`config.mk`:
```
export PLATFORM = sky130hd
export DESIGN_NAME = dmem_arbiter_flat
export DESIGN_NICKNAME = d
export VERILOG_FILES = /design/src/rtl/dmem_arbiter_if.sv /design/src/rtl/dmem_arbiter.sv /design/src/flat_wrapper.sv
export SDC_FILE = /design/constraint.sdc
export NUM_CORES = 1
export LEC_CHECK = 0
export ABC_AREA = 1
export ABC_CLOCK_PERIOD_IN_PS = 2700
export CAP_MARGIN = 20
export CORE_MARGIN = 10
export CORE_UTILIZATION = 30
export CTS_CLUSTER_DIAMETER = 120
export DETAILED_ROUTE_END_ITERATION = 6
export PLACE_DENSITY = 0.74
export SYNTH_ARGS = -nofsm -noshare
export SYNTH_HDL_FRONTEND = slang
export SYNTH_SLANG_ARGS = --single-unit
```
`constraint.sdc`:
```
create_clock -name clk -period 2.7 [get_ports clk]
set_input_delay 0.81 -clock clk [delete_from_list [all_inputs] [get_ports clk]]
set_output_delay 0.81 -clock clk [all_outputs]
set_load 0.03 [all_outputs]
```
`src/rtl/dmem_arbiter_if.sv`:
```
// Bus bundle between the two requesting masters, the arbiter and the single-port data memory.
interface dmem_arbiter_if #(
  parameter int unsigned AW = 32,
  parameter int unsigned DW = 32
);
  logic          m0_req;
  logic          m0_we;
  logic          m0_lock;
  logic [AW-1:0] m0_addr;
  logic [DW-1:0] m0_wdata;
  logic          m0_gnt;
  logic          m0_rvalid;
  logic [DW-1:0] m0_rdata;

  logic          m1_req;
  logic          m1_we;
  logic          m1_lock;
  logic [AW-1:0] m1_addr;
  logic [DW-1:0] m1_wdata;
  logic          m1_gnt;
  logic          m1_rvalid;
  logic [DW-1:0] m1_rdata;

  logic          mem_we;
  logic [AW-1:0] mem_addr;
  logic [DW-1:0] mem_wd;
  logic [DW-1:0] mem_rd;

  modport slave (
    input  m0_req, m0_we, m0_lock, m0_addr, m0_wdata,
    output m0_gnt, m0_rvalid, m0_rdata,
    input  m1_req, m1_we, m1_lock, m1_addr, m1_wdata,
    output m1_gnt, m1_rvalid, m1_rdata,
    output mem_we, mem_addr, mem_wd,
    input  mem_rd
  );

  modport master (
    output m0_req, m0_we, m0_lock, m0_addr, m0_wdata,
    input  m0_gnt, m0_rvalid, m0_rdata,
    output m1_req, m1_we, m1_lock, m1_addr, m1_wdata,
    input  m1_gnt, m1_rvalid, m1_rdata
  );
endinterface

```
`src/rtl/dmem_arbiter.sv`:
```
// Round-robin two-master arbiter for a single-port data memory, with bounded lock bursts
// and one-cycle registered read return.
module dmem_arbiter #(
  parameter int unsigned AW       = 32,
  parameter int unsigned DW       = 32,
  parameter int unsigned LOCK_MAX = 8
) (
  input  logic               clk,
  input  logic               rst_n,
  dmem_arbiter_if.slave      bus
);
  localparam int unsigned CW = (LOCK_MAX > 1) ? $clog2(LOCK_MAX) : 1;
  localparam logic [CW-1:0] BeatLast = CW'(LOCK_MAX - 1);

  logic          last_owner_q, last_owner_d;
  logic          lock_active_q, lock_active_d;
  logic          lock_owner_q, lock_owner_d;
  logic [CW-1:0] beat_cnt_q, beat_cnt_d;
  logic [1:0]    rvalid_q;
  logic [DW-1:0] rdata0_q, rdata1_q;

  logic [1:0] req, lock, we;
  logic       owner_holds, forced, gnt_any, gnt_idx, continuing;
  logic [1:0] gnt;

  assign req  = {bus.m1_req, bus.m0_req};
  assign lock = {bus.m1_lock, bus.m0_lock};
  assign we   = {bus.m1_we, bus.m0_we};

  // Owner keeps the bus unless it has used its full burst and the other master is waiting.
  assign owner_holds = lock_active_q & req[lock_owner_q] & lock[lock_owner_q];
  assign forced      = owner_holds & (beat_cnt_q == BeatLast) & req[~lock_owner_q];

  always_comb begin
    gnt_any = 1'b0;
    gnt_idx = 1'b0;
    if (!rst_n) begin
      gnt_any = 1'b0;
    end else if (owner_holds && !forced) begin
      gnt_any = 1'b1;
      gnt_idx = lock_owner_q;
    end else if (req == 2'b11) begin
      gnt_any = 1'b1;
      gnt_idx = ~last_owner_q;
    end else if (req[0]) begin
      gnt_any = 1'b1;
      gnt_idx = 1'b0;
    end else if (req[1]) begin
      gnt_any = 1'b1;
      gnt_idx = 1'b1;
    end
  end

  assign gnt = {gnt_any & gnt_idx, gnt_any & ~gnt_idx};

  always_comb begin
    last_owner_d  = last_owner_q;
    lock_active_d = 1'b0;
    lock_owner_d  = lock_owner_q;
    beat_cnt_d    = '0;
    continuing    = lock_active_q & (lock_owner_q == gnt_idx);
    if (gnt_any) begin
      last_owner_d = gnt_idx;
      if (lock[gnt_idx] && !forced) begin
        lock_active_d = 1'b1;
        lock_owner_d  = gnt_idx;
        if (continuing) begin
          beat_cnt_d = (beat_cnt_q == BeatLast) ? beat_cnt_q : beat_cnt_q + 1'b1;
        end
      end
    end
  end

  always_ff @(posedge clk or negedge rst_n) begin
    if (!rst_n) begin
      last_owner_q  <= 1'b1;
      lock_active_q <= 1'b0;
      lock_owner_q  <= 1'b0;
      beat_cnt_q    <= '0;
      rvalid_q      <= '0;
      rdata0_q      <= '0;
      rdata1_q      <= '0;
    end else begin
      last_owner_q  <= last_owner_d;
      lock_active_q <= lock_active_d;
      lock_owner_q  <= lock_owner_d;
      beat_cnt_q    <= beat_cnt_d;
      rvalid_q      <= gnt & ~we;
      if (gnt[0] && !we[0]) rdata0_q <= bus.mem_rd;
      if (gnt[1] && !we[1]) rdata1_q <= bus.mem_rd;
    end
  end

  assign bus.m0_gnt    = gnt[0];
  assign bus.m1_gnt    = gnt[1];
  assign bus.m0_rvalid = rvalid_q[0];
  assign bus.m1_rvalid = rvalid_q[1];
  assign bus.m0_rdata  = rdata0_q;
  assign bus.m1_rdata  = rdata1_q;

  assign bus.mem_we   = gnt_any & we[gnt_idx];
  assign bus.mem_addr = gnt[1] ? bus.m1_addr : bus.m0_addr;
  assign bus.mem_wd   = gnt[1] ? bus.m1_wdata : bus.m0_wdata;
endmodule

```
`src/flat_wrapper.sv`:
```
// flat-port wrapper written by rule: the top's interface ports become plain ports
module dmem_arbiter_flat 
#(
  parameter int unsigned AW       = 32,
  parameter int unsigned DW       = 32,
  parameter int unsigned LOCK_MAX = 8
)
  (clk, rst_n, bus_m0_req, bus_m0_we, bus_m0_lock, bus_m0_addr, bus_m0_wdata, bus_m0_gnt, bus_m0_rvalid, bus_m0_rdata, bus_m1_req, bus_m1_we, bus_m1_lock, bus_m1_addr, bus_m1_wdata, bus_m1_gnt, bus_m1_rvalid, bus_m1_rdata, bus_mem_we, bus_mem_addr, bus_mem_wd, bus_mem_rd);
  dmem_arbiter_if #(.AW(AW), .DW(DW)) bus_i ();
  input  logic clk;
  input  logic rst_n;
  input wire logic [$bits(bus_i.m0_req)-1:0] bus_m0_req;
  input wire logic [$bits(bus_i.m0_we)-1:0] bus_m0_we;
  input wire logic [$bits(bus_i.m0_lock)-1:0] bus_m0_lock;
  input wire logic [$bits(bus_i.m0_addr)-1:0] bus_m0_addr;
  input wire logic [$bits(bus_i.m0_wdata)-1:0] bus_m0_wdata;
  output wire logic [$bits(bus_i.m0_gnt)-1:0] bus_m0_gnt;
  output wire logic [$bits(bus_i.m0_rvalid)-1:0] bus_m0_rvalid;
  output wire logic [$bits(bus_i.m0_rdata)-1:0] bus_m0_rdata;
  input wire logic [$bits(bus_i.m1_req)-1:0] bus_m1_req;
  input wire logic [$bits(bus_i.m1_we)-1:0] bus_m1_we;
  input wire logic [$bits(bus_i.m1_lock)-1:0] bus_m1_lock;
  input wire logic [$bits(bus_i.m1_addr)-1:0] bus_m1_addr;
  input wire logic [$bits(bus_i.m1_wdata)-1:0] bus_m1_wdata;
  output wire logic [$bits(bus_i.m1_gnt)-1:0] bus_m1_gnt;
  output wire logic [$bits(bus_i.m1_rvalid)-1:0] bus_m1_rvalid;
  output wire logic [$bits(bus_i.m1_rdata)-1:0] bus_m1_rdata;
  output wire logic [$bits(bus_i.mem_we)-1:0] bus_mem_we;
  output wire logic [$bits(bus_i.mem_addr)-1:0] bus_mem_addr;
  output wire logic [$bits(bus_i.mem_wd)-1:0] bus_mem_wd;
  input wire logic [$bits(bus_i.mem_rd)-1:0] bus_mem_rd;
  assign bus_i.m0_req = bus_m0_req;
  assign bus_i.m0_we = bus_m0_we;
  assign bus_i.m0_lock = bus_m0_lock;
  assign bus_i.m0_addr = bus_m0_addr;
  assign bus_i.m0_wdata = bus_m0_wdata;
  assign bus_m0_gnt = bus_i.m0_gnt;
  assign bus_m0_rvalid = bus_i.m0_rvalid;
  assign bus_m0_rdata = bus_i.m0_rdata;
  assign bus_i.m1_req = bus_m1_req;
  assign bus_i.m1_we = bus_m1_we;
  assign bus_i.m1_lock = bus_m1_lock;
  assign bus_i.m1_addr = bus_m1_addr;
  assign bus_i.m1_wdata = bus_m1_wdata;
  assign bus_m1_gnt = bus_i.m1_gnt;
  assign bus_m1_rvalid = bus_i.m1_rvalid;
  assign bus_m1_rdata = bus_i.m1_rdata;
  assign bus_mem_we = bus_i.mem_we;
  assign bus_mem_addr = bus_i.mem_addr;
  assign bus_mem_wd = bus_i.mem_wd;
  assign bus_i.mem_rd = bus_mem_rd;
  dmem_arbiter #(.AW(AW), .DW(DW), .LOCK_MAX(LOCK_MAX)) u_core (.clk(clk), .rst_n(rst_n), .bus(bus_i));
endmodule
```
==> qor.csv <==
metric;value;unit
layout cell share with drive strength beyond 1;35.49;%
critical path startpoint category;primary input;
mapped cell area;3819;um^2
cell taking the most area after synthesis;dfrtp_1;
Post-Place Cells;979;
via count;4620;
Post-synth EDFFs;0;
non-filler cells, final;1007;
Max Buffers Root-to-Sink;2;
vias in the first global route;4831;
sequential element share of the synthesized area;47.21;%
Crit path largest cell delay;0.19;ns
DRC Markers;0;
upper clock frequency limit;345.2;MHz
Avg Cell Area, Syn;7.517;um^2
P per Cell Area;608.6;nW/um^2
total routed wirelength;20.15;mm
GPL Wtd Cong;0.9463;
slew margin rel.;42.61;%
Crit path arrival time;2.09;ns
Async S/R FF share, synth;100.0;%
cts hold-fix bufs;0;
worst vdd ir;0.4985;mV
Routed Antenna Nets;0;
largest cells by area after synthesis;dfrtp_1 47%, nand2_1 27%, o21ai_2 7.6%;
largest net degree at the start of global routing;70;
dpl hpwl;15.89;mm
Data required, critical path;1.89;ns
Detailed Routing Iterations Pass 1;4;
Critical Path Most Common Cell;nand2_2;
Post-Synth Adder-Cell Area;0.6553;%
CP bufs+invs;4;
drt via density;4.588;
core area;12570;um^2
Synth Instances;508;
compound-gate portion of the synthesized area;12.32;%
Initial Utilization;30.38;%
Hold Violations, Final;0;
Clock Skew;0.007454;ns
die height;132.8;um
Synth Area in Simple Gates;29.03;%
RSZ-0062 raised after global routing;true;
Critical Setup Path Class;primary input to output port;
Buffers on Ports;300;
Max-Cap Viols;0;
initial antenna violation count;2;
Tmin final;2.897;ns
Synth top area share;46.53;%
mux cell area share after synthesis;0.5242;%
TritonCTS Buffers;9;
P&R area growth vs syn;120.6;%
status;finished with violations;
WL/cell;20.01;um
DIE AREA;17640;um^2
Final Slew Violations;0;
Hold/Removal Path Class;primary input to async pin;
Clock Root Buffer;clkbuf_16;
Clock Pin Slew Worst Setup and Hold Paths;0.05;ns
# nets final;999;
die extent in x;132.8;um
predominant post-synthesis flop cell;dfrtp_1;
Cell variety after synth;23;
H-tree depth;3;
Lkg Pwr;3.981;nW
CP startpoint;bus_m1_req;
Net Count, Synth;678;
FF+latch count, synth;72;
Tightest Pin Transition;0.8609;ns
CP Capture Type;output port;
synth cell count leaders;271 x nand2_1, 71 x dfrtp_1, 46 x inv_1, 33 x o21ai_2, 31 x o21ai_1;
GRT overflow;0;
YS warnings;0;
clock sinks;72;
initial drt markers;194;
worst-path cell chain;buf_6 > nand2_2 > nand2_2 > nand2_2 > nor2_4 > nand2_4 > nand2_4 > nand3_4 > buf_12 > clkbuf_16 > nand2_2 > nand2_4 > buf_12;
combinational family with the most area after synthesis;simple AND/OR/NAND/NOR gates;
final worst slack;-0.1970;ns
FF-to-FF Start;u_core.beat_cnt_q[0]$_DFFE_PN0P_;
Overall Power;5.126;mW
Reg2Reg Depth;12;
WP depth;13;
failing checks;setup timing;
Placement Rows;41;
CTS tree;done;
first-pass GRT wire length;30.02;mm
Worst path top cell family by delay;simple AND/OR/NAND/NOR gates;
critical path's slowest cell;buf_12;
# IOs;301;
XOR/XNOR share of the synthesized area;0.2294;%
Tcrit/Tclk final;107.3;%
cell with the most instances after synthesis;nand2_1;
final setup fails;67;
CP Max Fanout;9;
GR Util All Layers;21.93;%
later-pin clock latency in the skew report;0.33;ns
==> routing by layer <==
layer | wire length, um | vias to the layer above | track usage [%]
li1 | - | 2209 | -
met1 | 7461 | 2185 | 23.75
met2 | 10550 | 204 | 39.32
met3 | 1748 | 20 | 8.062
met4 | 368 | 2 | 5.623
met5 | 20 | - | 0
==> kinds of logic after synthesis <==
group,Yosys count
compound gates,69
mux,2
fa+ha+maj,2
xor+xnor,1
simple gates,285
buf+inv,77
flops,72
==> registers in the layout, indices dropped and copies added, names as in the netlist <==
name and cells:
u_core.lock_owner_q 1, u_core.rvalid_q 2, u_core.beat_cnt_q 3, u_core.bus.m1_rdata 32
u_core.bus.m0_rdata 32, u_core.last_owner_q 1, u_core.lock_active_q 1
==> worst reg2reg max path, delay by kind of cell (launching register included) <==
kind / cells / cell delay, ns
compound gates: 1 / 0.05
flops: 1 / 0.38
simple gates: 6 / 0.65
fa+ha+maj: 2 / 0.37
buf+inv: 3 / 0.45
==> final cells by class <==
class	instances	area (um^2)
clock buffer	14	264.0
clock inverter	2	37.54
sequential	72	1803
fill	997	4145
tap	172	215.2
multi-input combinational	359	2123
timing repair buffer	338	3789
inverter	49	188.9
antenna	1	2.502
==> stage by stage <==
step / util [%] / setup WS (ns) / TNS (ns) / area (um^2) / hold slack, ns
floorplan: - / -0.05007 / -0.7672 / 3975 / 0.4466
global placement: 58.97 / -0.6775 / -44.47 / 7412 / 0.4610
detailed placement: 58.97 / -0.6995 / -48.88 / 7412 / 0.4610
CTS: 66.20 / -0.2577 / -13.42 / 8320 / 0.2816
global route: 67.02 / -0.2671 / -14.73 / 8423 / 0.2863
finish: 67.02 / -0.1970 / -10.70 / 8423 / 0.2919
==> power breakdown <==
group          internal (mW)  switching, mW
logic                   1.15           1.36
clock network          0.766          0.424
registers               1.30          0.127
total                   3.22           1.91
==> final timing paths <==
path | endpoint | slack (ns)
worst max-delay path | bus_mem_addr[29] | -0.20
worst min-delay path | u_core.lock_owner_q$_DFFE_PN0P_ | 0.29
worst max register to register | u_core.bus.m0_rdata[27]$_DFFE_PN0P_ | 0.69
worst min register to register | u_core.bus.m0_rdata[9]$_DFFE_PN0P_ | 0.48
max in group asynchronous | u_core.bus.m0_rdata[18]$_DFFE_PN0P_ | 1.36
min in group clk | u_core.bus.m0_rdata[9]$_DFFE_PN0P_ | 0.48
==> layout by cell type (no fill, tap or decap), types with 3 or more instances in the layout <==
cell type	synthesis	final
nand2_2	3	99
buf_6	9	48
nand4_1	3	3
o21ai_1	31	31
buf_8	0	6
o21ai_2	33	33
dfrtp_1	71	71
clkbuf_1	4	3
inv_2	3	4
buf_12	0	32
nand2_4	0	25
nand2_1	271	150
nor3_1	3	3
buf_4	3	20
inv_1	46	44
clkbuf_16	0	10
clkdlybuf4s50_1	0	228
==> repair_timing <==
action                                  4_1_cts  5_1_grt
gates resized for setup                     165       25
endpoints found under the setup margin       67       67
buffers inserted                              7        1
cloned                                        3        1
pin swaps                                    33        6
hold endpoints to repair                      0        0
No activity file was read; power rests on OpenSTA's default activity.
